==> src/rtl/lsu_pkg.sv <==
// Shared definitions for the load/store alignment unit: op codes, size decode, FSM states.
// Build option LSU_MISALIGN_EN adds the BEAT1 state used by beat-crossing accesses.
package lsu_pkg;

  localparam logic [2:0] OP_LB  = 3'b000;
  localparam logic [2:0] OP_LH  = 3'b001;
  localparam logic [2:0] OP_LW  = 3'b010;
  localparam logic [2:0] OP_LBU = 3'b011;
  localparam logic [2:0] OP_LHU = 3'b100;
  localparam logic [2:0] OP_SB  = 3'b101;
  localparam logic [2:0] OP_SH  = 3'b110;
  localparam logic [2:0] OP_SW  = 3'b111;

  localparam int REGION_DMEM_BIT = 28;
  localparam int REGION_IMEM_BIT = 29;

`ifdef LSU_MISALIGN_EN
  typedef enum logic [2:0] {
    IDLE  = 3'd0,
    BEAT0 = 3'd1,
    BEAT1 = 3'd2,
    CAPT  = 3'd3,
    RESP  = 3'd4
  } lsu_state_e;
`else
  typedef enum logic [2:0] {
    IDLE  = 3'd0,
    BEAT0 = 3'd1,
    CAPT  = 3'd3,
    RESP  = 3'd4
  } lsu_state_e;
`endif

  // Access size in bytes: 1, 2 or 4.
  function automatic logic [2:0] lsu_size(input logic [2:0] op);
    logic [2:0] sz;
    case (op)
      OP_LB, OP_LBU, OP_SB: sz = 3'd1;
      OP_LH, OP_LHU, OP_SH: sz = 3'd2;
      default:              sz = 3'd4;
    endcase
    return sz;
  endfunction

  function automatic logic lsu_is_store(input logic [2:0] op);
    return (op == OP_SB) || (op == OP_SH) || (op == OP_SW);
  endfunction

endpackage

==> src/rtl/lsu_lane_shift.sv <==
// Combinational lane steering: big-endian store placement, per-beat byte masks and
// load gathering/extension over a two-beat window (beat0 lanes first, then beat1).
module lsu_lane_shift
  import lsu_pkg::*;
#(
  parameter  int DATA_W = 32,
  localparam int NB     = DATA_W / 8,
  localparam int OFF_W  = $clog2(NB)
) (
  input  logic [2:0]        op_i,
  input  logic [OFF_W-1:0]  off_i,
  input  logic [31:0]       wdata_i,
  input  logic [DATA_W-1:0] rdata0_i,
  input  logic [DATA_W-1:0] rdata1_i,
  output logic              split_o,
  output logic [NB-1:0]     mask0_o,
  output logic [NB-1:0]     mask1_o,
  output logic [DATA_W-1:0] wdata0_o,
  output logic [DATA_W-1:0] wdata1_o,
  output logic [31:0]       load_o
);

  logic [2:0]            size;
  logic [OFF_W+2:0]      bit_sh;
  logic [5:0]            pad_bits;
  logic [2*NB-1:0]       mask_top;
  logic [2*NB-1:0]       mask_win;
  logic [31:0]           wd_just;
  logic [2*DATA_W-1:0]   wd_win;
  logic [2*DATA_W-1:0]   rd_win;
  logic [31:0]           raw;

  assign size     = lsu_size(op_i);
  assign bit_sh   = {off_i, 3'b000};
  assign pad_bits = 6'd32 - {size, 3'b000};

  // Lane 0 of the window is its MSB; shifting right by the offset moves bytes to higher lanes.
  always_comb begin
    mask_top = '0;
    for (int i = 0; i < 4; i++) begin
      if (3'(i) < size) mask_top[2*NB-1-i] = 1'b1;
    end
  end

  assign mask_win = mask_top >> off_i;
  assign mask0_o  = mask_win[2*NB-1:NB];
  assign mask1_o  = mask_win[NB-1:0];
  assign split_o  = |mask1_o;

  assign wd_just  = wdata_i << pad_bits;
  assign wd_win   = {wd_just, {(2*DATA_W-32){1'b0}}} >> bit_sh;
  assign wdata0_o = wd_win[2*DATA_W-1:DATA_W];
  assign wdata1_o = wd_win[DATA_W-1:0];

  assign rd_win = {rdata0_i, rdata1_i} << bit_sh;
  assign raw    = rd_win[2*DATA_W-1 -: 32];

  always_comb begin
    load_o = '0;
    case (op_i)
      OP_LB:   load_o = {{24{raw[31]}}, raw[31:24]};
      OP_LBU:  load_o = {24'h0, raw[31:24]};
      OP_LH:   load_o = {{16{raw[31]}}, raw[31:16]};
      OP_LHU:  load_o = {16'h0, raw[31:16]};
      OP_LW:   load_o = raw;
      default: load_o = '0;
    endcase
  end

endmodule

==> src/rtl/lsu_access_unit.sv <==
// Sequential load/store alignment unit: one request at a time, one or two memory beats.
// Define LSU_MISALIGN_EN to split beat-crossing accesses; otherwise they are rejected with rsp_err.
module lsu_access_unit
  import lsu_pkg::*;
#(
  parameter  int DATA_W    = 32,
  parameter  int MEM_ADR_W = 12,
  localparam int NB        = DATA_W / 8,
  localparam int OFF_W     = $clog2(NB)
) (
  input  logic                 clk_i,
  input  logic                 rst_i,
  input  logic                 req_valid_i,
  output logic                 req_ready_o,
  input  logic [2:0]           req_op_i,
  input  logic [31:0]          req_addr_i,
  input  logic [31:0]          req_wdata_i,
  output logic [MEM_ADR_W-1:0] mem_adr_o,
  output logic [NB-1:0]        mem_we_i_o,
  output logic [NB-1:0]        mem_we_d_o,
  output logic [DATA_W-1:0]    mem_wdata_o,
  input  logic [DATA_W-1:0]    mem_rdata_i,
  output logic                 rsp_valid_o,
  output logic [31:0]          rsp_data_o,
  output logic                 rsp_err_o
);

  lsu_state_e           state_q, state_d;
  logic [2:0]           op_q, op_d;
  logic [MEM_ADR_W-1:0] adr_q, adr_d;
  logic [OFF_W-1:0]     off_q, off_d;
  logic                 dmem_en_q, dmem_en_d;
  logic                 imem_en_q, imem_en_d;
  logic [31:0]          wdata_q, wdata_d;
  logic [31:0]          rsp_data_q, rsp_data_d;
  logic                 rsp_err_q, rsp_err_d;

  logic                 req_reject;
  logic                 is_store;
  logic                 split;
  logic [NB-1:0]        mask0, mask1;
  logic [DATA_W-1:0]    wdata0, wdata1;
  logic [DATA_W-1:0]    rdata0;
  logic [31:0]          load_res;
  logic                 addr_unused;

  assign addr_unused = ^{req_addr_i[31:30], req_addr_i[27:MEM_ADR_W+OFF_W]};
  assign is_store    = lsu_is_store(op_q);

`ifdef LSU_MISALIGN_EN
  logic [DATA_W-1:0] beat0_q, beat0_d;

  assign req_reject = 1'b0;
  assign rdata0     = split ? beat0_q : mem_rdata_i;
`else
  logic [OFF_W+1:0] req_end;
  logic             lane_unused;

  assign req_end     = (OFF_W+2)'(req_addr_i[OFF_W-1:0]) + (OFF_W+2)'(lsu_size(req_op_i));
  assign req_reject  = req_end > (OFF_W+2)'(NB);
  assign rdata0      = mem_rdata_i;
  assign lane_unused = ^{split, mask1, wdata1};
`endif

  lsu_lane_shift #(.DATA_W(DATA_W)) u_lane_shift (
    .op_i     (op_q),
    .off_i    (off_q),
    .wdata_i  (wdata_q),
    .rdata0_i (rdata0),
    .rdata1_i (mem_rdata_i),
    .split_o  (split),
    .mask0_o  (mask0),
    .mask1_o  (mask1),
    .wdata0_o (wdata0),
    .wdata1_o (wdata1),
    .load_o   (load_res)
  );

  always_ff @(posedge clk_i or posedge rst_i) begin
    if (rst_i) begin
      state_q    <= IDLE;
      op_q       <= OP_LB;
      adr_q      <= '0;
      off_q      <= '0;
      dmem_en_q  <= 1'b0;
      imem_en_q  <= 1'b0;
      wdata_q    <= '0;
      rsp_data_q <= '0;
      rsp_err_q  <= 1'b0;
`ifdef LSU_MISALIGN_EN
      beat0_q    <= '0;
`endif
    end else begin
      state_q    <= state_d;
      op_q       <= op_d;
      adr_q      <= adr_d;
      off_q      <= off_d;
      dmem_en_q  <= dmem_en_d;
      imem_en_q  <= imem_en_d;
      wdata_q    <= wdata_d;
      rsp_data_q <= rsp_data_d;
      rsp_err_q  <= rsp_err_d;
`ifdef LSU_MISALIGN_EN
      beat0_q    <= beat0_d;
`endif
    end
  end

  // Memory-side outputs depend only on state and the latched request, so they are idle-zero.
  always_comb begin
    state_d     = state_q;
    op_d        = op_q;
    adr_d       = adr_q;
    off_d       = off_q;
    dmem_en_d   = dmem_en_q;
    imem_en_d   = imem_en_q;
    wdata_d     = wdata_q;
    rsp_data_d  = rsp_data_q;
    rsp_err_d   = rsp_err_q;
`ifdef LSU_MISALIGN_EN
    beat0_d     = beat0_q;
`endif
    mem_adr_o   = '0;
    mem_we_i_o  = '0;
    mem_we_d_o  = '0;
    mem_wdata_o = '0;

    case (state_q)
      IDLE: begin
        if (req_valid_i) begin
          op_d       = req_op_i;
          adr_d      = req_addr_i[MEM_ADR_W+OFF_W-1:OFF_W];
          off_d      = req_addr_i[OFF_W-1:0];
          dmem_en_d  = req_addr_i[REGION_DMEM_BIT];
          imem_en_d  = req_addr_i[REGION_IMEM_BIT];
          wdata_d    = req_wdata_i;
          rsp_data_d = '0;
          rsp_err_d  = req_reject;
          state_d    = req_reject ? RESP : BEAT0;
        end
      end
      BEAT0: begin
        mem_adr_o = adr_q;
        if (is_store) begin
          mem_we_d_o  = dmem_en_q ? mask0 : '0;
          mem_we_i_o  = imem_en_q ? mask0 : '0;
          mem_wdata_o = wdata0;
        end
`ifdef LSU_MISALIGN_EN
        if (split) state_d = BEAT1;
        else       state_d = is_store ? RESP : CAPT;
`else
        state_d = is_store ? RESP : CAPT;
`endif
      end
`ifdef LSU_MISALIGN_EN
      // Beat0 read data arrives here and is parked until beat1 data shows up in CAPT.
      BEAT1: begin
        mem_adr_o = adr_q + 1'b1;
        if (is_store) begin
          mem_we_d_o  = dmem_en_q ? mask1 : '0;
          mem_we_i_o  = imem_en_q ? mask1 : '0;
          mem_wdata_o = wdata1;
        end else begin
          beat0_d = mem_rdata_i;
        end
        state_d = is_store ? RESP : CAPT;
      end
`endif
      CAPT: begin
        rsp_data_d = load_res;
        state_d    = RESP;
      end
      RESP: begin
        state_d = IDLE;
      end
      default: begin
        state_d = IDLE;
      end
    endcase
  end

  assign req_ready_o = (state_q == IDLE);
  assign rsp_valid_o = (state_q == RESP);
  assign rsp_data_o  = rsp_data_q;
  assign rsp_err_o   = rsp_err_q;

endmodule
==> config.mk <==
export PLATFORM = sky130hd
export DESIGN_NAME = lsu_access_unit
export DESIGN_NICKNAME = d
export VERILOG_FILES = /design/src/rtl/lsu_pkg.sv /design/src/rtl/lsu_lane_shift.sv /design/src/rtl/lsu_access_unit.sv
export SDC_FILE = /design/constraint.sdc
export NUM_CORES = 1
export LEC_CHECK = 0
export BUFFER_PORTS_ARGS = -buffer_cell sky130_fd_sc_hd__buf_2
export CORE_ASPECT_RATIO = 1.25
export CORE_UTILIZATION = 45
export DETAILED_ROUTE_END_ITERATION = 10
export GPL_TIMING_DRIVEN = 1
export PLACE_DENSITY = 0.7
export SETUP_SLACK_MARGIN = 0.02
export SYNTH_ARGS = -nofsm -noshare
export SYNTH_HDL_FRONTEND = slang
export SYNTH_HIERARCHICAL = 1
export SYNTH_SLANG_ARGS = --single-unit
==> constraint.sdc <==
create_clock -name clk_i -period 4.46 [get_ports clk_i]
set_clock_uncertainty 0.15 [all_clocks]
set_input_delay 0.892 -clock clk_i [delete_from_list [all_inputs] [get_ports clk_i]]
set_output_delay 0.892 -clock clk_i [all_outputs]
set_load 0.03 [all_outputs]
Word-level counts from Yosys, hierarchy flattened
Index checks and enable logic that the tools add are counted.
{"block": "word_totals", "output_inout_bits": 87, "regBits": 87, "input_bits": 102}
{"block": "op_classes", "addsub": 2, "shifts": 4, "n_eq_ne": 16, "muxes": 22, "order_cmp": 5, "n_reduce_logical": 12}
{"cell": "$pmux 32 s5", "n": 1}
{"cell": "$mux 32", "n": 3}
{"cell": "$pmux 32 s2", "n": 1}
{"cell": "$shl 64x5->64", "n": 1}
{"cell": "$shr 64x5->64", "n": 1}
{"cell": "$shl 32x6->32", "n": 1}
{"cell": "$eq 3x3->1 const B", "n": 8}
{"cell": "$mux 4", "n": 6}
{"cell": "$eq 3x2->1 const B", "n": 4}
{"cell": "$mux 12", "n": 1}
{"cell": "$pmux 3 s2", "n": 2}
{"cell": "$reduce_or 3->1", "n": 4}
{"cell": "$eq 3x1->1 const B", "n": 3}
{"cell": "$logic_not 3->1", "n": 3}
{"cell": "$mux 3", "n": 3}
{"cell": "$pmux 3 s3", "n": 1}
{"cell": "$shr 8x2->8", "n": 1}
{"cell": "$lt 1x3->1 const A", "n": 2}
{"cell": "$lt 2x3->1 const A", "n": 2}
{"cell": "$sub 6x6->6 const A", "n": 1}
{"cell": "$add 2x3->4", "n": 1}
{"cell": "$gt 4x3->1 const B", "n": 1}
{"cell": "$mux 1", "n": 4}
{"cell": "$reduce_and 2->1", "n": 2}
{"cell": "other kinds (3)", "n": 4}

Logic depth before layout (Yosys ltp)
{"block": "depth", "word_depth": 9, "ltp_mapped": 13, "ltp_nobuf": 10}

Cells and area by module
Netlist, hierarchy kept.
{"mod": "lsu_access_unit", "cells_each": 382, "area_per_inst_um2": 3734.8, "n_inst": 1}
{"mod": "lsu_lane_shift", "cells_each": 454, "area_per_inst_um2": 3203.1, "n_inst": 1}

Least setup slack after synthesis
Ideal clock, no wire load.
{"block": "synth_path", "kind": "register -> output", "from": "register op_q[0]", "to": "output mem_wdata_o[0]", "path_buffers": 2, "arrival_time_ns": 3.103, "stages_incl_launch_ff": 13, "setup_slack_ns": 0.315, "path_cell_list": "dfrtp_1 clkbuf_1 nand2_1 o22ai_1 inv_1 ha_1 and4bb_4 a21o_1 buf_6 mux2i_1 mux4_2 o22ai_1 and2_1"}
{"block": "synth_via", "elab_chain_len": 8, "elab_cells_between_ends": 17, "cone_classes": "1 x add/sub; 6 x eq/ne; 2 x shift; 3 x mux; 5 x reduce/logical"}
{"item": "start, declared", "line": "lsu_access_unit.sv:29", "text": "logic [2:0] op_q, op_d;"}
{"item": "start signal, assigned", "line": "lsu_access_unit.sv:95", "text": "op_q <= op_d;"}
{"item": "$eq 3x3->1 (tied with other cells)", "line": "lsu_pkg.sv:37", "text": "case (op)"}
{"item": "$reduce_or 3->1", "line": "lsu_pkg.sv:37"}
{"item": "$pmux 3 s2 *", "line": "lsu_pkg.sv:37"}
{"item": "$sub 6x6->6 *", "line": "lsu_lane_shift.sv:35", "text": "assign pad_bits = 6'd32 - {size, 3'b000};"}
{"item": "$shl 32x6->32 *", "line": "lsu_lane_shift.sv:50", "text": "assign wd_just = wdata_i << pad_bits;"}
{"item": "$shr 64x5->64 *", "line": "lsu_lane_shift.sv:51", "text": "assign wd_win = {wd_just, {(2*DATA_W-32){1'b0}}} >> bit_sh;"}
{"item": "named net wdata0[0]", "line": "lsu_access_unit.sv:42", "text": "logic [DATA_W-1:0] wdata0, wdata1;"}
{"item": "$mux 32 *", "line": "lsu_access_unit.sv:144", "text": "if (is_store) begin"}
{"item": "$mux 32 *", "line": "lsu_access_unit.sv:128", "text": "case (state_q)"}
{"item": "end, declared", "line": "lsu_access_unit.sv:21", "text": "output logic [DATA_W-1:0] mem_wdata_o,"}
The timed path passes the listed nets; every way through them passes the cells marked *.

Worst setup path after layout
Same ends and word-level chain as after synthesis.

==> reports/summary.json <==
{
  "fin_crit_ns": 4.33,
  "hold_path.startpoint": "adr_q[9]",
  "postCtsHoldBufs": 0,
  "grt_max_degree": 67,
  "tritoncts": "yes",
  "globalRouteTotalUtil_pct": 25.8,
  "dieArea_mm2": 0.0150,
  "powerDensity_mw_per_mm2": 931,
  "grt_pass1_vias": 5795,
  "drt.antenna.violating_nets": 0,
  "globalRoute.totalOverflow": 0,
  "port-buffer-count": 172,
  "headroom_to_the_max_slew_limit_pct": 23.6,
  "critPathSlowestCell": "mux4_2",
  "cts_buffers": 9,
  "worst_path_most_repeated_cell": "buf_4",
  "critical_path_arrival_ns": 3.29,
  "final-setup-viol-count": 0,
  "worstPathCellList": "xor2_1, o22ai_2, inv_1, ha_2, and4bb_4, a21oi_4, buf_4, buf_4, mux2i_1, mux4_2, o22ai_1, and2_1, clkbuf_4",
  "dieHeight_um": 137,
  "row_count": 48,
  "worst_setup_path_startpoint": "op_q[0]",
  "post_route_cells_drive_above_1_share_pct": 30.1,
  "clk_latency_ns": 0.35,
  "crit_type": "flip-flop to output pin",
  "rr_startpoint": "off_q[0]",
  "worst_ir_drop_vdd_uv": 504,
  "fmax_mhz": 231,
  "routed_wl_mm": 19.0,
  "io-pin-count": 189,
  "cts_root_buffer": "clkbuf_16",
  "critPathMaxStageDelay_ns": 0.47,
  "setup_ws_ns": 0.129,
  "detailed_route_via_count": 6322,
  "drc": 0,
  "endpoint_kind": "output pin",
  "grt_antenna_before_repair": 0,
  "synth_nets": 878,
  "leakagePower_nw": 4.08,
  "avgViaCountPerCell": 5.75,
  "initial_utilization_pct": 46.6,
  "critical_path_data_required_time_ns": 3.42,
  "drv_slew": 0,
  "hpwl_mm": 13.6,
  "core_mm2": 0.0140,
  "h-tree-depth": 3,
  "drt_iter0_drc": 472,
  "final_antenna_diode_count": 0,
  "transition_at_the_pin_with_the_smallest_max_transition_slack_ns": 1.15,
  "drv_cap": 0,
  "area_delta_synth_final_pct": 20.5,
  "crit_path_start_kind": "flip-flop",
  "detailedRoute.firstPassIterationCount": 5,
  "pre_cts_slack_ns": 0.205,
  "clk_pin_slew_ns": 0.07,
  "routabilityCongestion": 0.906,
  "die_width_um": 110,
  "clock-sinks": 87,
  "global_route_wire_length_before_repair_mm": 29.5,
  "hold_worst_slack_ns": 0.317,
  "total_number_of_yosys_warnings": 6,
  "drt-wirelength-per-cell_um": 17.3,
  "layout_worst_path_cycle_share_pct": 97.1,
  "clockBufferDepth": 2,
  "nNetsFinal": 1026,
  "synthesis.instances": 771,
  "hold_path.class": "flip-flop to flip-flop",
  "maximum_fanout_encountered_on_the_critical_timing_path": 5,
  "timing_hold_violations_final": 0,
  "synth_area_per_cell_um2": 8.45,
  "syn-cell-area_mm2": 0.00652,
  "run_status": "complete, no violations"
}
[report_power, final]
part,internal [mW],switching (mW)
registers,1.14,0.325
clock network,0.469,0.316
logic,2.01,3.05
total,3.62,3.69
[cells in the final DEF (no fill, tap or decap), drive strengths merged, types with 5 or more instances in the layout]
master and count:
a22o 33, nor2 43, nor3 6, inv 12
mux2 29, and3 9, o211ai 12, nand3 15
a21o 5, clkbuf 14, and2 51, o22ai 23
nand2b 5, nand2 192, a21oi 25, o21ai 32
a211oi 8, mux4 13, buf 199, a211o 8
dfrtp 87, mux2i 53
[final timing paths]
kind,cells after the start,to,slack [ns]
max,13,mem_wdata_o[0],0.13
min,2,adr_q[9],0.32
max reg2reg,7,rsp_data_o[9],1.23
min reg2reg,2,adr_q[9],0.32
max in group asynchronous,3,rsp_data_o[14],2.62
min in group asynchronous,2,state_q[1],0.60
[final cells by class]
class                           count  area [µm²]
Sequential cell                    87        2180
Multi-Input combinational cell    607        4020
Inverter                           14        53.8
Tap cell                          175         219
Clock buffer                       13         260
Timing Repair Buffer              200        1070
Clock inverter                      3        47.5
Fill cell                        1383        6140
[timing repair]
item	CTS	global route
pin swaps	0	2
cloned	1	0
endpoints found under the setup margin	28	30
setup buffers	1	6
endpoints found under the hold margin	0	0
resized for setup	4	4
[registers in the layout, indices dropped and copies added (netlist names)]
signal,cells
state_q,3
op_q,3
rsp_data_o,32
off_q,2
dmem_en_q,1
imem_en_q,1
adr_q,12
rsp_err_o,1
wdata_q,32
[routing by layer]
layer,vias up,global-route usage [%],part of all wire (%)
li1,3026,-,-
met1,2995,32.1,41
met2,247,43.6,49
met3,54,3.71,5.6
met4,0,12.1,3.8
met5,-,0,0
[critical path, delay by kind of cell (launching register included)]
kind | cells | cell delay, ns
xor+xnor | 1 | 0.19
compound gates | 3 | 0.39
flops | 1 | 0.44
mux | 2 | 0.60
simple gates | 2 | 0.53
fa+ha+maj | 1 | 0.21
buf+inv | 4 | 0.58
[through the flow]
step	instance area (µm²)	total power [mW]	setup TNS (ns)	utilization [%]	instances
2_1_floorplan	6520	5.17	0	-	771
3_3_place_gp	7460	6.29	0	53.3	1075
3_5_place_dp	7460	6.33	0	53.3	1075
4_1_cts	7790	7.20	0	55.7	1093
5_1_grt	7850	7.87	-0.00754	56.1	1099
6_report	7850	7.31	0	56.1	1099
Note: power is estimated with default switching activity, not from simulation.
